==> config.mk <==
export PLATFORM = sky130hd
export DESIGN_NAME = seq_mul
export DESIGN_NICKNAME = d
export VERILOG_FILES = /design/src/rtl/seq_mul.sv
export SDC_FILE = /design/constraint.sdc
export NUM_CORES = 1
export LEC_CHECK = 0
export ABC_AREA = 1
export BUFFER_PORTS_ARGS = -buffer_cell sky130_fd_sc_hd__buf_2
export CORE_UTILIZATION = 52
export DETAILED_ROUTE_END_ITERATION = 6
export GPL_TIMING_DRIVEN = 0
export PLACE_DENSITY = 0.76
export SLEW_MARGIN = 40
export SYNTH_ARGS = -nofsm -noshare
export SYNTH_HDL_FRONTEND = slang
export SYNTH_SLANG_ARGS = --single-unit
export TNS_END_PERCENT = 10
==> constraint.sdc <==
create_clock -name CLK -period 1.98 [get_ports CLK]
set_input_delay 0.198 -clock CLK [delete_from_list [all_inputs] [get_ports CLK]]
set_output_delay 0.198 -clock CLK [all_outputs]
set_load 0.02 [all_outputs]
==> src/rtl/seq_mul.sv <==
// ============================================================================
//  Module      : seq_mul
//  Description : Iterative shift-add multiplier, one multiplier bit per clock,
//                with START/BUSY/DONE handshake. Y holds until the next job
//                completes. Defining SEQ_MUL_SIGNED_EN adds the SGN port and
//                per-operation two's-complement mode.
//  Revision    : 1.0 - initial release
// ============================================================================
`default_nettype none

module seq_mul #(
  parameter int WIDTH_A = 8,
  parameter int WIDTH_B = 8
) (
  input  logic                       CLK,
  input  logic                       RST,
  input  logic                       START,
  input  logic [WIDTH_A-1:0]         A,
  input  logic [WIDTH_B-1:0]         B,
`ifdef SEQ_MUL_SIGNED_EN
  input  logic                       SGN,
`endif
  output logic                       BUSY,
  output logic                       DONE,
  output logic [WIDTH_A+WIDTH_B-1:0] Y
);

  localparam int PW = WIDTH_A + WIDTH_B;
  localparam int CW = $clog2(WIDTH_B + 1);

  typedef enum logic [0:0] {
    S_IDLE = 1'b0,
    S_RUN  = 1'b1
  } state_t;

  state_t          r_state;
  state_t          w_state_nxt;
  logic [PW-1:0]   r_a;
  logic [WIDTH_B-1:0] r_b;
  logic [PW-1:0]   r_p;
  logic [PW-1:0]   r_y;
  logic [CW-1:0]   r_cnt;
  logic            r_done;
  logic [PW-1:0]   w_sum;
  logic [PW-1:0]   w_a_ext;
  logic            w_accept;
  logic            w_last;
`ifdef SEQ_MUL_SIGNED_EN
  logic            r_sgn;
`endif

  // START is only honoured when no job is running (DONE cycle counts as idle)
  assign w_accept = (r_state == S_IDLE) && START;
  // remaining count of one means this edge consumes the top multiplier bit
  assign w_last   = (r_state == S_RUN) && (r_cnt == CW'(1));

`ifdef SEQ_MUL_SIGNED_EN
  assign w_a_ext = {{WIDTH_B{A[WIDTH_A-1] & SGN}}, A};
`else
  assign w_a_ext = {{WIDTH_B{1'b0}}, A};
`endif

  assign BUSY = (r_state == S_RUN);
  assign DONE = r_done;
  assign Y    = r_y;

  // partial-product step; the signed top bit carries negative weight
  always_comb begin
    w_sum = r_p;
    if (r_b[0]) begin
`ifdef SEQ_MUL_SIGNED_EN
      if (r_sgn && w_last) w_sum = r_p - r_a;
      else                 w_sum = r_p + r_a;
`else
      w_sum = r_p + r_a;
`endif
    end
  end

  // control state register
  always_ff @(posedge CLK or posedge RST) begin
    if (RST) r_state <= S_IDLE;
    else     r_state <= w_state_nxt;
  end

  // next-state decode
  always_comb begin
    w_state_nxt = r_state;
    case (r_state)
      S_IDLE:  if (START)  w_state_nxt = S_RUN;
      S_RUN:   if (w_last) w_state_nxt = S_IDLE;
      default: w_state_nxt = S_IDLE;
    endcase
  end

  // operand load, shift-add iteration and result capture
  always_ff @(posedge CLK or posedge RST) begin
    if (RST) begin
      r_a    <= '0;
      r_b    <= '0;
      r_p    <= '0;
      r_y    <= '0;
      r_cnt  <= '0;
      r_done <= 1'b0;
`ifdef SEQ_MUL_SIGNED_EN
      r_sgn  <= 1'b0;
`endif
    end else if (w_accept) begin
      r_a    <= w_a_ext;
      r_b    <= B;
      r_p    <= '0;
      r_cnt  <= CW'(WIDTH_B);
      r_done <= 1'b0;
`ifdef SEQ_MUL_SIGNED_EN
      r_sgn  <= SGN;
`endif
    end else if (r_state == S_RUN) begin
      r_p    <= w_sum;
      r_a    <= r_a << 1;
      r_b    <= r_b >> 1;
      r_cnt  <= r_cnt - CW'(1);
      r_done <= w_last;
      if (w_last) r_y <= w_sum;
    end else begin
      r_done <= 1'b0;
    end
  end

endmodule

`default_nettype wire

==> results of run 1 <==
-- cells in the mapped netlist (2+ instances only) --
| cell type | number |
|---|---|
| a21oi_1 | 6 |
| a22oi_1 | 2 |
| buf_2 | 10 |
| clkbuf_1 | 4 |
| dfrtp_1 | 62 |
| ha_1 | 17 |
| inv_1 | 65 |
| inv_2 | 6 |
| nand2_1 | 155 |
| nand2_2 | 3 |
| nand3_1 | 39 |
| nand3_2 | 2 |
| nand3b_1 | 2 |
| nor2_1 | 15 |
| nor3_1 | 3 |
| o211ai_1 | 6 |
| o21ai_0 | 10 |
| o21ai_1 | 14 |
| o221ai_1 | 5 |
| o22ai_1 | 11 |
| or2_1 | 2 |
| or2_2 | 8 |
| xnor2_1 | 2 |
| xor2_1 | 2 |
-- cells by family after synthesis --
logic type	count (synthesis)
AND/OR/NAND/NOR	235
AO/OA/AOI/OAI	56
adder cells (fa/ha/maj)	18
multiplexers	1
XOR/XNOR	4
flip-flops	62
buffers and inverters	86
-- sequential cells by signal (all words and copies together) (netlist names) --
| register | count |
|---|---|
| BUSY | 1 |
| r_cnt | 4 |
| r_b | 8 |
| DONE | 1 |
| Y | 16 |
| r_a | 16 |
| r_p | 16 |
-- report_power, final --
part | switching, mW | internal [mW] | leakage (nW)
clock network | 0.555 | 0.582 | 0.0879
registers | 0.353 | 1.80 | 0.796
logic | 2.30 | 1.32 | 1.27
-- worst max-delay path, delay by kind of cell (launching register included) --
family / cells / cell delay, ns
fa+ha+maj: 2 / 0.55
flops: 1 / 0.39
simple gates: 10 / 0.83
-- layer usage --
| metal | vias to the layer above | GRT usage |
|---|---|---|
| met3 | 10 | 0.0423 |
| li1 | 1561 | - |
| met5 | - | 0 |
| met4 | 0 | 0.113 |
| met2 | 69 | 0.392 |
| met1 | 1475 | 0.351 |
-- through the flow --
step                cell area [sq um]  TNS [ns]  hold slack [ns]
floorplan                        3520         0            0.318
global placement                 3790    -31.78            0.404
detailed placement               3820         0            0.188
CTS                              4030         0           0.0476
global route                     4050   -0.0306           0.0673
finish                           4050         0           0.0532
-- cell type report --
class	count	area share
multi-input combinational	314	0.408
clock buffer	9	0.0306
inverter	71	0.0664
sequential	62	0.383
timing repair buffer	38	0.0519
buffer	15	0.0179
clock inverter	7	0.0182
tap	77	0.0238
-- path summary, 6_finish.rpt --
kind / from / to / depth (start not counted)
min in group asynchronous: RST / r_a[9] / 3
hold reg to reg: Y[11] / Y[11] / 2
max in group asynchronous: RST / Y[6] / 4
hold / removal: B[7] / r_b[7] / 3
setup / recovery: r_a[0] / Y[14] / 12
setup reg to reg: r_a[0] / Y[14] / 12
-- what timing repair did --
item	CTS	global route
cloned	0	0
hold buffers	1	0
endpoints found under the setup margin	1	16
resized for setup	1	6
hold endpoints to repair	22	0
==> impl_metrics.json, run 1 <==
{
  "outcome": "complete, no violations",
  "ant_nets": 0,
  "final_nets": 548,
  "p_per_area_nw_per_um2": 1710,
  "final_cells": 593,
  "synth_top_area_share": 0.441,
  "crit_path_start_kind": "register",
  "root_buffer": "clkbuf_8",
  "rows": 29,
  "path_cells": "ha_2 -> fa_2 -> nand2_1 -> nand2_1 -> nand3b_1 -> nand2_2 -> nand2_2 -> nand2_1 -> nand2_1 -> nand3_1 -> nand3_1 -> nand2_1",
  "die_h_microns": 84.3,
  "post-place-ws_ns": 0.0169,
  "final_cell_mix": "152 x nand2_1, 64 x inv_1, 62 x dfrtp_1",
  "vias": 3115,
  "synth.distinct_cells": 35,
  "finalSetupViolations": 0,
  "drt_iter0_drc": 270,
  "grt_pass1_wl_microns": 14000,
  "hold_class": "primary input to register",
  "critical_path.most_common_cell": "nand2_1",
  "grt_usage": 0.253,
  "timing.final.max_slew_violations": 0,
  "avgRoutedWirePerCell_microns": 13.8,
  "synth_edf_count": 0,
  "path_clk_slew_ns": 0.08,
  "core_area_sq_um": 6420,
  "p_leak_nw": 2.15,
  "min_period_over_period": 0.955,
  "met3WireLength_microns": 483,
  "grt_pass1_vias": 3002,
  "h-tree-depth": 3,
  "die_x_microns": 84.3,
  "synth_async_sr_flop_share": 1.00,
  "synthTopCellsByArea": "dfrtp_1 44%, nand2_1 17%, inv_1 6.9%",
  "seq_area_sq_um": 1550,
  "first_pass_iters": 4,
  "portBuffers": 36,
  "max_stage_delay_ns": 0.39,
  "syn_inst": 462,
  "hold_viol": 0,
  "drc": 0,
  "yosys.area.top_type": "dfrtp_1",
  "synth_compound_area_frac": 0.0957,
  "wl_met1_microns": 3800,
  "via_per_inst": 5.25,
  "finalCoreUtilization": 0.631,
  "drt_wl_total_microns": 8160,
  "slew_headroom": 0.583,
  "start_util": 0.548,
  "end_kind": "register",
  "wl_met2_microns": 3760,
  "highest-signal-layer": "met4",
  "fillers": 569,
  "crit_fanout": 3,
  "clock_path_buffers": 2,
  "drive_above_1_share": 0.184,
  "antenna_found_initial": 0,
  "ios": 37,
  "ir_drop_mv": 1.06,
  "required_ns": 2.21,
  "areaGrowthSynthToFinish_pct": 15.1,
  "worst_ep_arrival_time_ns": 2.12,
  "multi_input_area_sq_um": 1650,
  "cts.sinks": 62,
  "overflow": 0,
  "synth_warnings": 0,
  "dp.cells": 576,
  "drv_cap": 0,
  "worstMarginPinSlew_ns": 0.626,
  "synth_flop_cell": "dfrtp_1",
  "yosys_register_bits": 62,
  "fmax_mhz": 529,
  "gp_congestion": 0.894,
  "synthXorXnorAreaFrac": 0.00996,
  "cts_buffers": 9,
  "dieArea_sq_um": 7100,
  "synth_adder_area_share": 0.0661,
  "critical_path.slowest_cell": "dfrtp_1",
  "dpl.hpwl_microns": 6000,
  "syn_nets": 499,
  "synth_area_sq_um": 3520,
  "seq_area_frac_synth": 0.441,
  "clock_skew_ns": 0.00810,
  "synthMuxAreaShare": 0.00284,
  "n_antenna_cell": 0,
  "fin_ws_ns": 0.0884,
  "period_minus_slack_ns": 1.89,
  "grt_setup_unrepaired": "true",
  "post_cts_buffers": 0,
  "total_power_mw": 6.92,
  "synth_top_family_by_area": "simple AND/OR/NAND/NOR gates",
  "worstSkewPairLatency_ns": 0.35,
  "path_class": "register to register",
  "grt_max_degree": 41,
  "syn_area_per_cell_sq_um": 7.62,
  "layout_commonest_cell": "nand2_1",
  "yosys.area_share.simple": 0.288,
  "cts_tree": "done",
  "ff2ff_setup_slack_ns": 0.09
}
Power figures use the tool's default switching activity.
==> inputs of run 2 (changes only) <==
--- a/config.mk
+++ b/config.mk
@@ -5,7 +5,6 @@
 export SDC_FILE = /design/constraint.sdc
 export NUM_CORES = 1
 export LEC_CHECK = 0
-export ABC_AREA = 1
 export BUFFER_PORTS_ARGS = -buffer_cell sky130_fd_sc_hd__buf_2
 export CORE_UTILIZATION = 52
 export DETAILED_ROUTE_END_ITERATION = 6
==> run 2 against run 1 <==
Sequential share of layout area decreased by 1.1 points; via count about the same; critical endpoint is now Y[8]; worst setup slack got worse by 0.49 ns; wire length increased by 13%; the flow now finishes with violations (design-rule violations, negative setup slack); non-clock buffer count increased by 17; critical path type unchanged; maximum frequency decreased by 20%; final cell count decreased by 12%; worst hold slack improved by 0.040 ns; critical path depth decreased by 4; first-iteration DRC count decreased by 2.2%; sequential power decreased by 3%.
==> impl_metrics.json, run 2 <==
{
  "required_ns": 2.28,
  "drive_above_1_share": 0.191,
  "drt_iter0_drc": 264,
  "placed_area_sq_um": 3830,
  "antenna_found_initial": 0,
  "areaGrowthSynthToFinish_pct": 18.3,
  "synth_async_sr_flop_share": 1.00,
  "p_leak_nw": 1.95,
  "worst_ep_arrival_time_ns": 2.68,
  "synthTopCellsByArea": "dfrtp_1 44%, o21ai_0 8.8%, mux2i_1 6.2%",
  "synth_edf_count": 0,
  "finalInstanceArea_sq_um": 4170,
  "grt_pass1_vias": 3110,
  "layout_commonest_cell": "dfrtp_1",
  "first_pass_iters": 7,
  "worstMarginPinSlew_ns": 0.691,
  "critical_path.slowest_cell": "dfrtp_1",
  "hold_class": "primary input to register",
  "yosys_register_bits": 62,
  "synth_warnings": 0,
  "min_period_over_period": 1.20,
  "synth_top_area_share": 0.440,
  "drv_cap": 0,
  "synth.distinct_cells": 42,
  "ir_drop_mv": 0.675,
  "clock_skew_ns": 0.0125,
  "cts_buffers": 9,
  "slew_headroom": 0.539,
  "cts_tree": "done",
  "yosys.area.top_type": "dfrtp_1",
  "overflow": 0,
  "hold_slack_ns": 0.0930,
  "critical_path.most_common_cell": "a21o_1",
  "path_class": "register to register",
  "crit_fanout": 3,
  "start_util": 0.546,
  "dpl.hpwl_microns": 6520,
  "dieArea_sq_um": 7110,
  "clock_path_buffers": 2,
  "vias": 3118,
  "syn_nets": 423,
  "h-tree-depth": 3,
  "max_stage_delay_ns": 0.42,
  "synthTopCellsByCount": "62 x dfrtp_1, 62 x o21ai_0, 58 x nand2_1, 22 x a21oi_1, 22 x mux2i_1",
  "fmax_mhz": 420,
  "final_nets": 476,
  "n_antenna_cell": 0,
  "hold_viol": 0,
  "finalCoreUtilization": 0.645,
  "portBuffers": 35,
  "path_clk_slew_ns": 0.07,
  "die_h_microns": 84.3,
  "synth_flop_cell": "dfrtp_1",
  "drt_wl_total_microns": 9240,
  "syn_area_per_cell_sq_um": 9.13,
  "outcome": "finished, violations left",
  "crit_path_start_kind": "register",
  "gp_congestion": 0.951,
  "worstSkewPairLatency_ns": 0.36,
  "drc": 3,
  "seq_area_frac_synth": 0.440,
  "via_per_inst": 5.98,
  "ios": 37,
  "period_minus_slack_ns": 2.38,
  "p_per_area_nw_per_um2": 1500,
  "timing.setup.tns_ns": -3.48,
  "grt_max_degree": 36,
  "timing.final.max_slew_violations": 0,
  "violations": "design-rule violations, negative setup slack",
  "fin_ws_ns": -0.398,
  "core_area_sq_um": 6460,
  "synth_area_sq_um": 3520,
  "syn_inst": 386,
  "avgRoutedWirePerCell_microns": 17.7,
  "ant_nets": 0,
  "cts.sinks": 62,
  "finalSetupViolations": 19,
  "rows": 29,
  "root_buffer": "clkbuf_8",
  "end_kind": "register",
  "grt_pass1_wl_microns": 15300,
  "grt_setup_unrepaired": "true",
  "grt_usage": 0.280,
  "path_cells": "ha_2 -> fa_2 -> a21o_1 -> a311o_1 -> a21o_1 -> a21oi_2 -> mux2_4 -> nand2_1",
  "final_cell_mix": "62 x dfrtp_1, 58 x nand2_1, 55 x o21ai_0",
  "die_x_microns": 84.3
}
-- run 2: final timing paths --
path | depth (start not counted) | endpoint | start | slack, ns
min in group asynchronous | 3 | Y[1] | RST | 0.36
worst max register to register | 8 | Y[8] | r_a[0] | -0.40
max in group asynchronous | 4 | r_a[14] | RST | 1.10
worst min-delay path | 3 | r_b[7] | B[7] | 0.09
worst min register to register | 2 | Y[1] | Y[1] | 0.47
worst max-delay path | 8 | Y[8] | r_a[0] | -0.40
-- run 2: cell type report --
class | count | area, sq um
Clock buffer | 12 | 145
Clock inverter | 4 | 70.1
Tap cell | 77 | 96.3
Sequential cell | 62 | 1550
Timing Repair Buffer | 42 | 243
Inverter | 9 | 36.3
Multi-Input combinational cell | 287 | 1910
Buffer | 28 | 120
Fill cell | 559 | 2290
-- run 2: what timing repair did --
| action | CTS | global route |
|---|---|---|
| resized for setup | 20 | 8 |
| endpoints found under the hold margin | 27 | 0 |
| buffers inserted | 4 | 1 |
| pin swaps | 1 | 2 |
| setup endpoints to repair | 21 | 24 |
| hold buffers | 1 | 0 |
-- run 2: where the power goes --
group          internal (mW)  switching, mW  leakage (nW)  total [mW]
sequential              1.74          0.367         0.814        2.10
combinational           1.04           1.85          1.03        2.89
clock                  0.740          0.515         0.110        1.26
total                   3.52           2.73          1.95        6.25
-- run 2: cells by family after synthesis --
logic type	count (synthesis)	synth area share
compound gates	113	0.187
xor+xnor	11	0.0273
fa+ha+maj	18	0.0660
buf+inv	37	0.0401
flops	62	0.440
mux	25	0.0721
simple gates	120	0.167
-- run 2: stage by stage --
step           power [mW]  instances  worst slack [ns]
2_1_floorplan        3.99        386            -0.150
3_3_place_gp         4.71        498            -0.517
3_5_place_dp         4.82        499            -0.408
4_1_cts              6.15        520            -0.334
5_1_grt              6.66        521            -0.464
6_report             6.25        521            -0.398
-- run 2: critical path: cells and delay by family (launching register included) --
family,cells,cell delay (ns)
AO/OA/AOI/OAI,4,0.92
AND/OR/NAND/NOR,1,0.06
adder cells (fa/ha/maj),2,0.57
flip-flops,1,0.42
multiplexers,1,0.34
-- run 2: routing by layer --
metal	track usage	routed length, microns
met1	0.388	4190
met2	0.427	4270
met3	0.0433	529
met4	0.148	243
met5	0	0
